--- src/rtl/serial_adder_ctrl.sv ---
// ----------------------------------------------------------------------------
// serial_adder_ctrl
//   Bit-serial add sequencer. Drives one external combinational full adder
//   for WIDTH cycles, LSB first, and assembles the WIDTH-bit sum plus the
//   final carry. The running carry is registered here.
//
// Parameters
//   WIDTH      operand/result width (>= 2)
//
// Ports
//   clk        clock, rising edge
//   rst_n      asynchronous active-low reset
//   start      request, accepted in IDLE or DONE
//   op_a/op_b  operands, latched on an accepted start
//   carry_in   initial carry, latched on an accepted start
//   sub        (SERIAL_ADDER_SUB_EN only) subtract: B inverted, carry forced 1
//   fa_a/fa_b  full-adder A/B inputs (registered LSBs of the shift registers)
//   fa_c       full-adder carry input (registered running carry)
//   fa_sum     full-adder sum output
//   fa_carry   full-adder carry output
//   busy       high while in RUN
//   done       one-cycle pulse in DONE
//   result     sum, valid from done until the next accepted start
//   carry_out  final carry, same validity as result
//
// Configuration macro
//   SERIAL_ADDER_SUB_EN  adds the sub port and subtraction support
// ----------------------------------------------------------------------------
//
// state  | meaning
// -------+--------------------------------------------------------------
// S_IDLE | waiting for start; full-adder inputs held at 0
// S_RUN  | one bit per cycle through the full adder, LSB first
// S_DONE | result valid, done pulsed; start here chains the next add
module serial_adder_ctrl #(
  parameter int WIDTH = 8
) (
  input  logic             clk,
  input  logic             rst_n,
  input  logic             start,
  input  logic [WIDTH-1:0] op_a,
  input  logic [WIDTH-1:0] op_b,
  input  logic             carry_in,
`ifdef SERIAL_ADDER_SUB_EN
  input  logic             sub,
`endif
  output logic             fa_a,
  output logic             fa_b,
  output logic             fa_c,
  input  logic             fa_sum,
  input  logic             fa_carry,
  output logic             busy,
  output logic             done,
  output logic [WIDTH-1:0] result,
  output logic             carry_out
);

  localparam int CW = $clog2(WIDTH + 1);

  typedef enum logic [1:0] {
    S_IDLE = 2'd0,
    S_RUN  = 2'd1,
    S_DONE = 2'd2
  } state_t;

  state_t           state;
  state_t           state_nxt;
  logic [WIDTH-1:0] a_sh;
  logic [WIDTH-1:0] b_sh;
  logic             c_reg;
  logic [CW-1:0]    cnt;
  logic             accept;
  logic             last_bit;
  logic [WIDTH-1:0] b_load;
  logic             c_load;

`ifdef SERIAL_ADDER_SUB_EN
  assign b_load = sub ? ~op_b : op_b;
  assign c_load = sub ? 1'b1 : carry_in;
`else
  assign b_load = op_b;
  assign c_load = carry_in;
`endif

  assign last_bit = (state == S_RUN) && (cnt == CW'(WIDTH - 1));

  always_comb begin
    state_nxt = state;
    accept    = 1'b0;
    case (state)
      S_IDLE: begin
        if (start) begin
          accept    = 1'b1;
          state_nxt = S_RUN;
        end
      end
      S_RUN: begin
        if (last_bit) state_nxt = S_DONE;
      end
      S_DONE: begin
        if (start) begin
          accept    = 1'b1;
          state_nxt = S_RUN;
        end else begin
          state_nxt = S_IDLE;
        end
      end
      default: state_nxt = S_IDLE;
    endcase
  end

  always_ff @(posedge clk or negedge rst_n) begin
    if (!rst_n) state <= S_IDLE;
    else        state <= state_nxt;
  end

  // After WIDTH zero-fill shifts the operand registers are empty, and the
  // carry register is cleared on the last bit, so fa_* fall to 0 outside RUN
  // straight from flops.
  always_ff @(posedge clk or negedge rst_n) begin
    if (!rst_n) begin
      a_sh      <= '0;
      b_sh      <= '0;
      c_reg     <= 1'b0;
      cnt       <= '0;
      result    <= '0;
      carry_out <= 1'b0;
    end else if (accept) begin
      a_sh  <= op_a;
      b_sh  <= b_load;
      c_reg <= c_load;
      cnt   <= '0;
    end else if (state == S_RUN) begin
      a_sh   <= a_sh >> 1;
      b_sh   <= b_sh >> 1;
      result <= {fa_sum, result[WIDTH-1:1]};
      cnt    <= cnt + CW'(1);
      if (last_bit) begin
        c_reg     <= 1'b0;
        carry_out <= fa_carry;
      end else begin
        c_reg <= fa_carry;
      end
    end
  end

  assign fa_a = a_sh[0];
  assign fa_b = b_sh[0];
  assign fa_c = c_reg;
  assign busy = (state == S_RUN);
  assign done = (state == S_DONE);

endmodule

--- config.mk ---
export PLATFORM = sky130hd
export DESIGN_NAME = serial_adder_ctrl
export DESIGN_NICKNAME = d
export VERILOG_FILES = /design/src/rtl/serial_adder_ctrl.sv
export SDC_FILE = /design/constraint.sdc
export NUM_CORES = 1
export LEC_CHECK = 0
export BUFFER_PORTS_ARGS = -buffer_cell sky130_fd_sc_hd__buf_2
export CAP_MARGIN = 15
export CORE_MARGIN = 2
export CORE_UTILIZATION = 51
export CTS_CLUSTER_DIAMETER = 150
export CTS_CLUSTER_SIZE = 16
export DETAILED_ROUTE_END_ITERATION = 8
export PLACE_DENSITY_LB_ADDON = 0.15
export SETUP_SLACK_MARGIN = 0.1
export SLEW_MARGIN = 25
export SYNTH_ARGS = -nofsm -noshare
export SYNTH_HDL_FRONTEND = slang
export SYNTH_SLANG_ARGS = --single-unit
--- constraint.sdc ---
create_clock -name clk -period 1.4 [get_ports clk]
set_input_delay 0.07 -clock clk [delete_from_list [all_inputs] [get_ports clk]]
set_output_delay 0.07 -clock clk [all_outputs]
set_load 0.01 [all_outputs]
# After elaboration in Yosys (flattened, before gate mapping)
# Cells that the tools add are included.
dict set report totals {
  ff_bits 32
  input_bits 22
  output_inout_bits 14
}
dict set report classes {
  add_sub_neg 1
  n_eq_ne 5
  mux 15
  bitwise 1
  n_reduce_logical 7
}
# operator count
set ops {}
lappend ops {{$mux W8} 4}
lappend ops {{$mux W4} 2}
lappend ops {{$mux W1} 6}
lappend ops {{$pmux W2 S3} 1}
lappend ops {{$add A4 B1 Y4 const B} 1}
lappend ops {{$eq A4 B3 Y1 const B} 1}
lappend ops {{$mux W2} 2}
lappend ops {{$reduce_and A2 Y1} 2}
lappend ops {{$reduce_and A3 Y1} 1}
lappend ops {{$eq A2 B1 Y1 const B} 1}
lappend ops {{$eq A2 B2 Y1 const B} 1}
lappend ops {{$logic_not A2 Y1} 1}
lappend ops {{$ne A2 B1 Y1 const B} 1}
lappend ops {{$ne A2 B2 Y1 const B} 1}
lappend ops {{$reduce_bool A2 Y1} 1}
lappend ops {{$reduce_or A2 Y1} 1}
lappend ops {{$logic_and A1 B1 Y1} 1}
lappend ops {{$not A1 Y1} 1}

# Depth between registers and ports, before layout
# Gate-level depths: netlist of run 1.
dict set report depth {
  ltp_word 5
  ltp_mapped 6
  depth_no_buf 4
}

# Worst setup path after synthesis of run 1
# Ideal clock, no wire load.
dict set report synth_path {
  path_type {register to register}
  start {reg cnt[0]}
  end {reg carry_out}
  arrival_time_ps 1110
  required_time_ps 1275
  setup_slack_ps 165
  stages_incl_launch_ff 5
  n_path_buf 0
  synth_period_minus_slack_ps 1235
  cell_sequence {dfrtp_1 -> ha_1 -> nand3b_1 -> nor2_1 -> mux2_2}
}
dict set report synth_between {
  elab_chain_len 3
}
# element line_no
set synth_lines {}
lappend synth_lines {{start, declared} 71} ;# logic [CW-1:0] cnt;
lappend synth_lines {{start signal, assigned} 137} ;# cnt <= cnt + CW'(1);
lappend synth_lines {{$eq A4 B3 Y1} 85} ;# assign last_bit = (state == S_RUN) && (cnt == CW'(WIDTH - 1));
lappend synth_lines {{$logic_and A1 B1 Y1} 85}
lappend synth_lines {{$reduce_and A3 Y1 (no source line)} -}
lappend synth_lines {{end signal, assigned} 140} ;# carry_out <= fa_carry;
lappend synth_lines {{end, declared} 55} ;# output logic carry_out
# No other way between the ends.
# A chain may end at the register's enable or synchronous reset.

# Final worst setup path of run 1
dict set report layout_path {
  start {reg state[0]}
  end {reg a_sh[0]}
}
dict set report layout_between {
  elab_chain_len 4
  elab_cells_between_ends 7
}
# element line_no
set layout_lines {}
lappend layout_lines {{start, declared} 66} ;# state_t state;
lappend layout_lines {{start signal, assigned} 114} ;# else state <= state_nxt;
lappend layout_lines {{$eq A2 B2 Y1 / $logic_not A2 Y1 (equally long branches)} 90} ;# case (state)
lappend layout_lines {{$reduce_or A2 Y1 (no source line)} -}
lappend layout_lines {{$mux W1} -}
lappend layout_lines {{$mux W8 / $reduce_bool A2 Y1 (equally long branches)} -}
lappend layout_lines {{end signal, assigned} 129} ;# a_sh <= op_a;
lappend layout_lines {{end signal, assigned} 134} ;# a_sh <= a_sh >> 1;
lappend layout_lines {{end, declared} 68} ;# logic [WIDTH-1:0] a_sh;
# Parallel ways exist; a longest one is shown, timed or not.

==> flow_summary.ini, run 1 <==
[place]
post_detail_place_hpwl_mm = 1.96
gp_routability_congestion = 0.720
post_dp_cell_area_sq_mm = 0.00160
io_buffer_count = 35

[global_route]
grt_max_degree = 33
global_route.overflow_total = 0
grt.busiest_layer = met2
grtUsageTotal_pct = 20.3
number_of_antenna_violations_at_the_first_check_in_global_routing = 0
grt_use_met3_pct = 5.81
met2_usage_pct = 32.8
global_route.usage.met1_pct = 25.3
first_pass_grt_wire_length_mm = 4.91
first_global_vias = 1119

[route]
wirelength_mm = 3.03
first_iter_violations = 39
routed_wire_length_per_instance_um = 13.2
vias = 1187
drc = 0
drtAntennaViolNets = 0
drtPass1Iterations = 4
post_drt_via_cell_ratio = 5.16

[synth]
mappedNetlistArea_sq_mm = 0.00139
synth_cells = 150
yosysTopAreaCellShare_pct = 57.8
yosys-top-cells-area = dfrtp_1, nand2_1, a31oi_1, nor2_1, buf_6
xor_xnor_fraction_of_synth_area_pct = 0.632
ffs_latches_synth = 32
avgSynthCellArea_sq_um = 9.23
synth_seq_area_share_pct = 57.8
edff_count_synth = 0
unique_masters_post_synth = 22
synth.mux.area_fraction_pct = 3.34
yosys_most_used_dff = dfrtp_1
postSynth.asyncResetShare_pct = 100
synth_top_family_by_area = simple AND/OR/NAND/NOR gates
top_cell_type_by_total_area_after_synthesis = dfrtp_1
syn-num-nets = 173
synth-adder-area-share_pct = 0.903
synth-compound-area-share_pct = 7.95
warnings_from_yosys = 0
yosys.area_share.simple_pct = 24.2

[sta]
setup_viol = 0
worst_clock_skew_ns = 0.00262
max_slew.worst_pin.slew_ns = 0.696
timing_max_transition_violations_final = 0
rsz_0062_raised_after_global_routing = true
holdWs_ns = 0.0109
final_min_period_over_clock_period_pct = 91.0
fmax_mhz = 785
worst_slew_margin_rel_pct = 53.6
setup_tns_ns = 0
timing_hold_violations_final = 0
min_period_ns = 1.27

[floorplanning]
die_h_um = 56.1
fp.coreArea_sq_mm = 0.00252
row_count = 18
die_w_um = 56.1
number_of_ports_placed_on_the_die_boundary = 36
die-area_sq_mm = 0.00315
initial_utilization_pct = 54.9

[critical_path]
crit_slowest_cell = dfrtp_1
worst-setup-path-type = flip-flop to flip-flop
worst_ep_arrival_time_ns = 1.48
worstSetupStartpointType = flip-flop
worstPathCellList = nand2b_4 > inv_4 > buf_4 > buf_4 > a22oi_2 > nand2_1
worst_path_largest_cell_delay_ns = 0.43
required_ns = 1.60
path_max_fanout = 6
crit_top_cell = buf_4
worstPathBufferInverterCount = 3
worst_path_dominant_cell_family = flip-flops
critPathCaptureType = flip-flop

[power_and_ir_drop]
total_switching_power_mw = 1.56
pwr-share-comb_pct = 49.6
switching_fraction_pct = 38.0
power_frac_seq_pct = 39.9
leakage_nw = 0.934
power.internal_mw = 2.54
vdd.ir_drop.worst_mv = 1.63
cellPowerDensity_mw_per_mm2 = 2260
power.share.clock_pct = 10.5

[clocking]
clkLatencyLatePin_ns = 0.32
clk_pin_slew_ns = 0.08
tritoncts_clock_tree = done
clk_path_buf_depth = 2
numCtsBuffers = 5
h_tree_level_count = 2
clk_sinks = 32
ctsRootBufferMaster = clkbuf_4

[outcome]
outcome = finished, final reports clean

[flow_run]
maxCapViolCount = 0

[final_layout]
antennaDiodeCount = 0
syn2layout_area_growth_pct = 30.9
final_layout_size_suffix_gt1_share_pct = 31.5
fin_nets = 225
fillers = 179
finalInstanceArea_sq_mm = 0.00181

[hold_path]
worst_hold_path_type = input pin to flip-flop
## per-layer routing
layer	vias to the layer above	share of wire, %
met4	0	1.0
met1	542	45
met5	-	0
met2	48	47
li1	592	-
met3	5	6.7
## power groups by stage
stage,sequential [mW],clock [mW],combinational [mW]
6_report,1.64,0.431,2.03
5_1_grt,1.69,0.474,2.24
4_1_cts,1.62,0.451,1.89
3_5_place_dp,1.64,0,1.66
3_3_place_gp,1.61,0,1.60
2_1_floorplan,1.66,0,1.11
## final timing paths
check | from | endpoint | cells after the start | slack, ns
max reg2reg | state[0]$_DFFE_PN0P_ | a_sh[0]$_DFFE_PN0P_ | 6 | 0.13
min | op_b[3] | b_sh[3]$_DFFE_PN0P_ | 3 | 0.01
min reg2reg | cnt[3]$_DFFE_PN0P_ | cnt[3]$_DFFE_PN0P_ | 1 | 0.47
min in group asynchronous | rst_n | b_sh[4]$_DFFE_PN0P_ | 2 | 0.33
max in group asynchronous | rst_n | a_sh[0]$_DFFE_PN0P_ | 2 | 0.62
max | state[0]$_DFFE_PN0P_ | a_sh[0]$_DFFE_PN0P_ | 6 | 0.13
## synthesized netlist by cell type (2+ instances only)
cell / n
dfrtp_1: 32
a22oi_1: 2
nand3_1: 4
nor3_1: 2
buf_2: 6
nand2_1: 56
a21oi_1: 4
nand2b_1: 2
o22ai_1: 2
nor2_1: 15
mux2i_1: 2
buf_6: 3
nor2b_1: 2
a31oi_1: 10
## tightest hold or removal path, delay by kind of cell
family          cells  cell delay (ns)
simple gates        1             0.09
compound gates      1             0.04
buf+inv             1             0.09
## cell usage in the layout (no fill, tap or decap), drive strengths merged, types with 2 or more instances in the layout
master / Yosys / routed
nor2b: 2 / 2
nand2b: 2 / 2
mux2i: 2 / 2
dlygate4sd3: 0 / 6
nor2: 15 / 15
a31oi: 10 / 10
dfrtp: 32 / 32
nand2: 56 / 56
nand3: 4 / 4
buf: 9 / 48
clkbuf: 1 / 5
nor3: 2 / 2
mux2: 2 / 2
o22ai: 2 / 2
a21oi: 4 / 4
a22oi: 2 / 2
## cell families after synthesis
kind of cell               after synthesis
and+or+nand+nor                         83
buffers and inverters                   11
muxes                                    4
DFF                                     32
xor gates and xnor gates                 1
adders and majority gates                1
AOI/OAI and AO/OA                       18
## flip-flops by register name, summed over array words and instances, names as in the netlist
register and flops:
carry_out 1, fa_c 1, state 2, a_sh 8, cnt 4, b_sh 8
result 8
## repair_timing
item	CTS	global route
gates cloned	1	0
setup endpoints to repair	3	8
resized for setup	3	5
buffers inserted	3	4
endpoints found under the hold margin	37	0
hold buffers	6	0
## through the flow
step | worst slack [ns] | utilization, % | total power, mW | std cells
final | 0.126 | 71.9 | 4.10 | 230
after global routing | 0.0741 | 71.9 | 4.40 | 230
after CTS | 0.0932 | 69.9 | 3.97 | 226
after detailed placement | 0.0501 | 63.4 | 3.29 | 211
after global placement | 0.133 | 63.4 | 3.21 | 211
after floorplan | 0.165 | - | 2.77 | 150
## cell type report
class,instances,area (sq um),share of cell area [%]
clock buffers,5,37.5,2.07
inverters,1,6.26,0.345
multi-input cells,107,541,29.8
flip-flops and latches,32,801,44.2
well taps,30,37.5,2.07
repair buffers,55,390,21.5
Note: power is estimated with default switching activity, not from simulation.
==> run 2: changes to the inputs <==
CORE_UTILIZATION = 55   (was 51)
clock period = 1.5 ns   (was 1.4 ns; I/O delays follow)
==> flow_summary.ini, run 2 (synthesis gave the netlist of run 1 again) <==
[critical_path]
worst_r2r_startpoint = cnt[1]$_DFFE_PN0P_
start_point_of_the_critical_path = cnt[1]$_DFFE_PN0P_
setup.worst_path.end = carry_out$_DFFE_PN0P_
path_max_fanout = 3
critPathCaptureType = flip-flop
worstReg2RegEnd = carry_out$_DFFE_PN0P_
worst_ep_arrival_time_ns = 1.57
r2r.worst_path.cells = 4
setup.reg_to_reg.worst_slack_ns = 0.16
required_ns = 1.73
worst-setup-path-type = flip-flop to flip-flop
worstSetupStartpointType = flip-flop

[clocking]
ctsRootBufferMaster = clkbuf_4
clk_path_buf_depth = 2
clkLatencyLatePin_ns = 0.33
h_tree_level_count = 2
clk_sinks = 32
tritoncts_clock_tree = done
numCtsBuffers = 5
clk_pin_slew_ns = 0.10

[final_layout]
fin_nets = 229
layout.cells.most_common_list = nand2_1, buf_2, dfrtp_1
final_layout_size_suffix_gt1_share_pct = 27.5
syn2layout_area_growth_pct = 33.4
antennaDiodeCount = 0
regs_by_ff_count = a_sh (8), b_sh (8), result (8)
layout_commonest_cell = nand2_1

[global_route]
global_route.overflow_total = 0
grt_max_degree = 33
grtUsageTotal_pct = 24.6
number_of_antenna_violations_at_the_first_check_in_global_routing = 0
first_pass_grt_wire_length_mm = 4.93
first_global_vias = 1110

[route]
drtAntennaViolNets = 0
wirelength_mm = 3.12
drtPass1Iterations = 4
post_drt_via_cell_ratio = 5.09
met2_length_mm = 1.60
vias = 1207
wl_met1_mm = 1.35
highest-signal-layer = met4
routed_wire_length_per_instance_um = 13.2
met3_wirelength_um = 159
first_iter_violations = 14
drc = 0

[sta]
max_slew.worst_pin.slew_ns = 0.696
fmax_mhz = 747
setup_tns_ns = 0
setup_viol = 0
worst_clock_skew_ns = 0.00867
timing_hold_violations_final = 0
min_period_ns = 1.34
timing_max_transition_violations_final = 0
rsz_0062_raised_after_global_routing = false
worst_slack_setup_final_ns = 0.161
final_min_period_over_clock_period_pct = 89.2
worst_slew_margin_rel_pct = 53.6

[power_and_ir_drop]
switching_fraction_pct = 37.9
p_total_mw = 3.82
cellPowerDensity_mw_per_mm2 = 2070
pwr-share-comb_pct = 43.7
vdd.ir_drop.worst_mv = 1.57
total_switching_power_mw = 1.45
leakage_nw = 0.945
power_frac_seq_pct = 39.7
power.share.clock_pct = 16.6
power.internal_mw = 2.37

[hold_path]
worst_hold_path_type = input pin to flip-flop

[floorplanning]
die_w_um = 54.2
fp.coreArea_sq_mm = 0.00243
die_h_um = 54.2
row_count = 18
initial_utilization_pct = 56.9
die-area_sq_mm = 0.00294
number_of_ports_placed_on_the_die_boundary = 36

[outcome]
outcome = finished, final reports clean

[place]
io_buffer_count = 35
dp_worst_setup_slack_ns = 0.119
post_detail_place_hpwl_mm = 2.07
gp_routability_congestion = 0.664

[flow_run]
maxCapViolCount = 0
==> run 2: layout make-up <==
class / instances / area [sq um]
Clock buffer: 6 / 41.3
Clock inverter: 2 / 35.0
Fill cell: 188 / 584
Inverter: 1 / 3.75
Multi-Input combinational cell: 107 / 523
Sequential cell: 32 / 801
Tap cell: 30 / 37.5
Timing Repair Buffer: 59 / 407
==> run 2: stage by stage <==
step,util (%),instances,hold slack [ns],instance area [sq um]
floorplan,-,150,-0.221,1390
global placement,65.6,212,0.158,1600
detailed placement,65.6,212,0.163,1600
CTS,74.4,233,0.00230,1810
global route,76.0,237,0.00822,1850
finish,76.0,237,0.0222,1850
==> run 2: metal layers <==
metal,global-route usage (%),up-vias
li1,-,601
met1,29.8,573
met2,40.6,31
met3,9.44,2
met4,7.50,0
met5,0,-
==> run 2: worst min path at each step <==
| stage | start | endpoint | slack (ns) | depth (start not counted) |
|---|---|---|---|---|
| detailed placement | rst_n | b_sh[3]$_DFFE_PN0P_ | 0.16 | 1 |
| floorplan | rst_n | a_sh[0]$_DFFE_PN0P_ | -0.22 | 0 |
| global placement | rst_n | b_sh[3]$_DFFE_PN0P_ | 0.16 | 1 |
| CTS | op_a[6] | a_sh[6]$_DFFE_PN0P_ | 0.002 | 3 |
| global route | op_b[5] | b_sh[5]$_DFFE_PN0P_ | 0.008 | 3 |
| finish | op_b[5] | b_sh[5]$_DFFE_PN0P_ | 0.02 | 3 |
==> run 2: power groups by stage <==
stage                     Combinational (mW)  Sequential (mW)  Clock (mW)
final                                   1.67             1.52       0.636
after global routing                    1.88             1.57       0.698
after CTS                               1.59             1.52       0.653
after detailed placement                1.56             1.53           0
after global placement                  1.46             1.51           0
after floorplan                         1.04             1.55           0
==> run 2: what timing repair did <==
action                     in CTS  in global routing
buffers inserted                0                  3
hold buffers                   13                  1
setup endpoints to repair       1                  2
hold endpoints to repair       44                  1
resized for setup               2                  2
==> run 2: critical path, cell delays in order (launching register included) <==
cell	delay (ns)
dfrtp_1	0.38
ha_1	0.21
nand3b_1	0.15
nor2_2	0.14
mux2_2	0.35
==> run 3: changes to the inputs <==
ABC_AREA = 1   (was not set)
==> flow_summary.ini, run 3 <==
[power_and_ir_drop]
leakage_nw = 1.10
p_total_mw = 3.55
cellPowerDensity_mw_per_mm2 = 1930
vdd.ir_drop.worst_mv = 1.34

[synth]
ffs_latches_synth = 32
yosys-top-cells-area = dfrtp_1, nand2_1, inv_1, nand3_1, o21ai_0
unique_masters_post_synth = 16
yosys_most_used_dff = dfrtp_1
yosysTopAreaCellShare_pct = 53.0
postSynth.asyncResetShare_pct = 100
synthMostInstantiatedCell = nand2_1
synth_top_cells_by_count = nand2_1, dfrtp_1, inv_1
mappedNetlistArea_sq_mm = 0.00151
synth_seq_area_share_pct = 53.0
edff_count_synth = 0
top_cell_type_by_total_area_after_synthesis = dfrtp_1
synth_cells = 198
syn-num-nets = 221
avgSynthCellArea_sq_um = 7.63
warnings_from_yosys = 0

[place]
dp_worst_setup_slack_ns = 0.212
post_detail_place_hpwl_mm = 2.04
post_dp_cell_area_sq_mm = 0.00170
placed_cells = 260
io_buffer_count = 35
gp_routability_congestion = 0.771

[sta]
worst_slack_setup_final_ns = 0.255
worst_slew_margin_rel_pct = 52.9
setup_tns_ns = 0
timing_hold_violations_final = 0
max_slew.worst_pin.slew_ns = 0.706
rsz_0062_raised_after_global_routing = false
holdWs_ns = 0.0210
min_period_ns = 1.25
worst_clock_skew_ns = 0.00882
final_min_period_over_clock_period_pct = 83.0
fmax_mhz = 803
timing_max_transition_violations_final = 0
setup_viol = 0

[critical_path]
worst_ep_arrival_time_ns = 1.53
r2r.worst_path.cells = 6
start_point_of_the_critical_path = state[1]$_DFFE_PN0P_
critPathCaptureType = flip-flop
worst_path_largest_cell_delay_ns = 0.42
worst_r2r_startpoint = state[1]$_DFFE_PN0P_
path_max_fanout = 12
required_ns = 1.78
worst-setup-path-type = flip-flop to flip-flop
critical_path_cell_count = 6
worstPathBufferInverterCount = 3
worst_path_dominant_cell_family = flip-flops
worstSetupStartpointType = flip-flop
worstPathCellList = inv_1 > nand2_1 > buf_4 > o21ai_0 > nand2_1 > inv_1
crit_slowest_cell = dfrtp_1

[hold_path]
min-delay-start = op_a[0]
worst_hold_path_type = input pin to flip-flop
hold-path-cell-count = 5

[route]
drc = 0
post_drt_via_cell_ratio = 4.80
vias = 1325
first_iter_violations = 34
drtPass1Iterations = 5
wirelength_mm = 3.04
routed_wire_length_per_instance_um = 11.0
drtAntennaViolNets = 0

[global_route]
grt_max_degree = 33
global_route.overflow_total = 0
grtUsageTotal_pct = 22.3
first_pass_grt_wire_length_mm = 5.33
number_of_antenna_violations_at_the_first_check_in_global_routing = 0
first_global_vias = 1231

[final_layout]
finalInstanceArea_sq_mm = 0.00184
fin_nets = 267
regs_by_ff_count = a_sh (8), b_sh (8), result (8)
antennaDiodeCount = 0
layout_commonest_cell = nand2_1
final_layout_size_suffix_gt1_share_pct = 20.8
syn2layout_area_growth_pct = 21.9
instances_no_fill = 276
final_util_pct = 68.6
layout.cells.most_common_list = nand2_1, buf_2, dfrtp_1

[floorplanning]
fp.coreArea_sq_mm = 0.00269
row_count = 19
die_h_um = 56.4
die_w_um = 56.4
initial_utilization_pct = 56.3
die-area_sq_mm = 0.00318
number_of_ports_placed_on_the_die_boundary = 36

[clocking]
clk_path_buf_depth = 2
clkLatencyLatePin_ns = 0.34
numCtsBuffers = 5
clk_sinks = 32
tritoncts_clock_tree = done
clk_pin_slew_ns = 0.10
h_tree_level_count = 2
ctsRootBufferMaster = clkbuf_4

[flow_run]
maxCapViolCount = 0

[outcome]
outcome = finished, final reports clean
==> run 3: layout make-up <==
| type | instances | area [sq um] |
|---|---|---|
| well taps | 31 | 38.8 |
| inverters | 30 | 115 |
| repair buffers | 45 | 265 |
| multi-input cells | 130 | 563 |
| fillers | 239 | 845 |
| flip-flops and latches | 32 | 801 |
| clock buffers | 8 | 58.8 |
==> run 3: per-layer routing <==
layer	GRT usage, %	wire, um	vias to the layer above
li1	-	-	683
met4	9.52	57	0
met2	33.2	1480	41
met1	29.3	1340	596
met5	0	0	-
met3	8.06	167	5
==> run 3: timing repair <==
action | 4_1_cts | 5_1_grt
hold buffers | 6 | 0
resized for setup | 0 | 1
buffers inserted | 2 | 0
setup endpoints to repair | 1 | 2
endpoints found under the hold margin | 37 | 0
pin swaps | 1 | 0
==> run 3: power by group <==
group / internal, mW / switching [mW] / total, mW
Clock: 0.231 / 0.286 / 0.517
Sequential: 1.24 / 0.231 / 1.47
Combinational: 0.595 / 0.967 / 1.56
Total: 2.07 / 1.48 / 3.55
==> run 3: path summary, 6_finish.rpt <==
| kind | endpoint | slack, ns |
|---|---|---|
| max | cnt[3]$_DFFE_PN0P_ | 0.25 |
| min | a_sh[0]$_DFFE_PN0P_ | 0.02 |
| max reg2reg | cnt[3]$_DFFE_PN0P_ | 0.25 |
| min reg2reg | a_sh[0]$_DFFE_PN0P_ | 0.48 |
| max in group asynchronous | result[0]$_DFFE_PN0P_ | 0.73 |
| min in group asynchronous | carry_out$_DFFE_PN0P_ | 0.31 |
==> run 3: logic make-up (layout without fill, tap and decap cells) <==
group	after synthesis	after routing	synth area share (%)
simple gates	117	117	31.9
buf+inv	36	83	10.3
flops	32	32	53.0
compound gates	12	12	3.97
fa+ha+maj	1	1	0.828
==> run 3: tightest hold or removal path: stages <==
cell and delay [ns]:
buf_2 0.08, nand2_1 0.05, nand2_1 0.05, inv_1 0.03, nand2_1 0.04
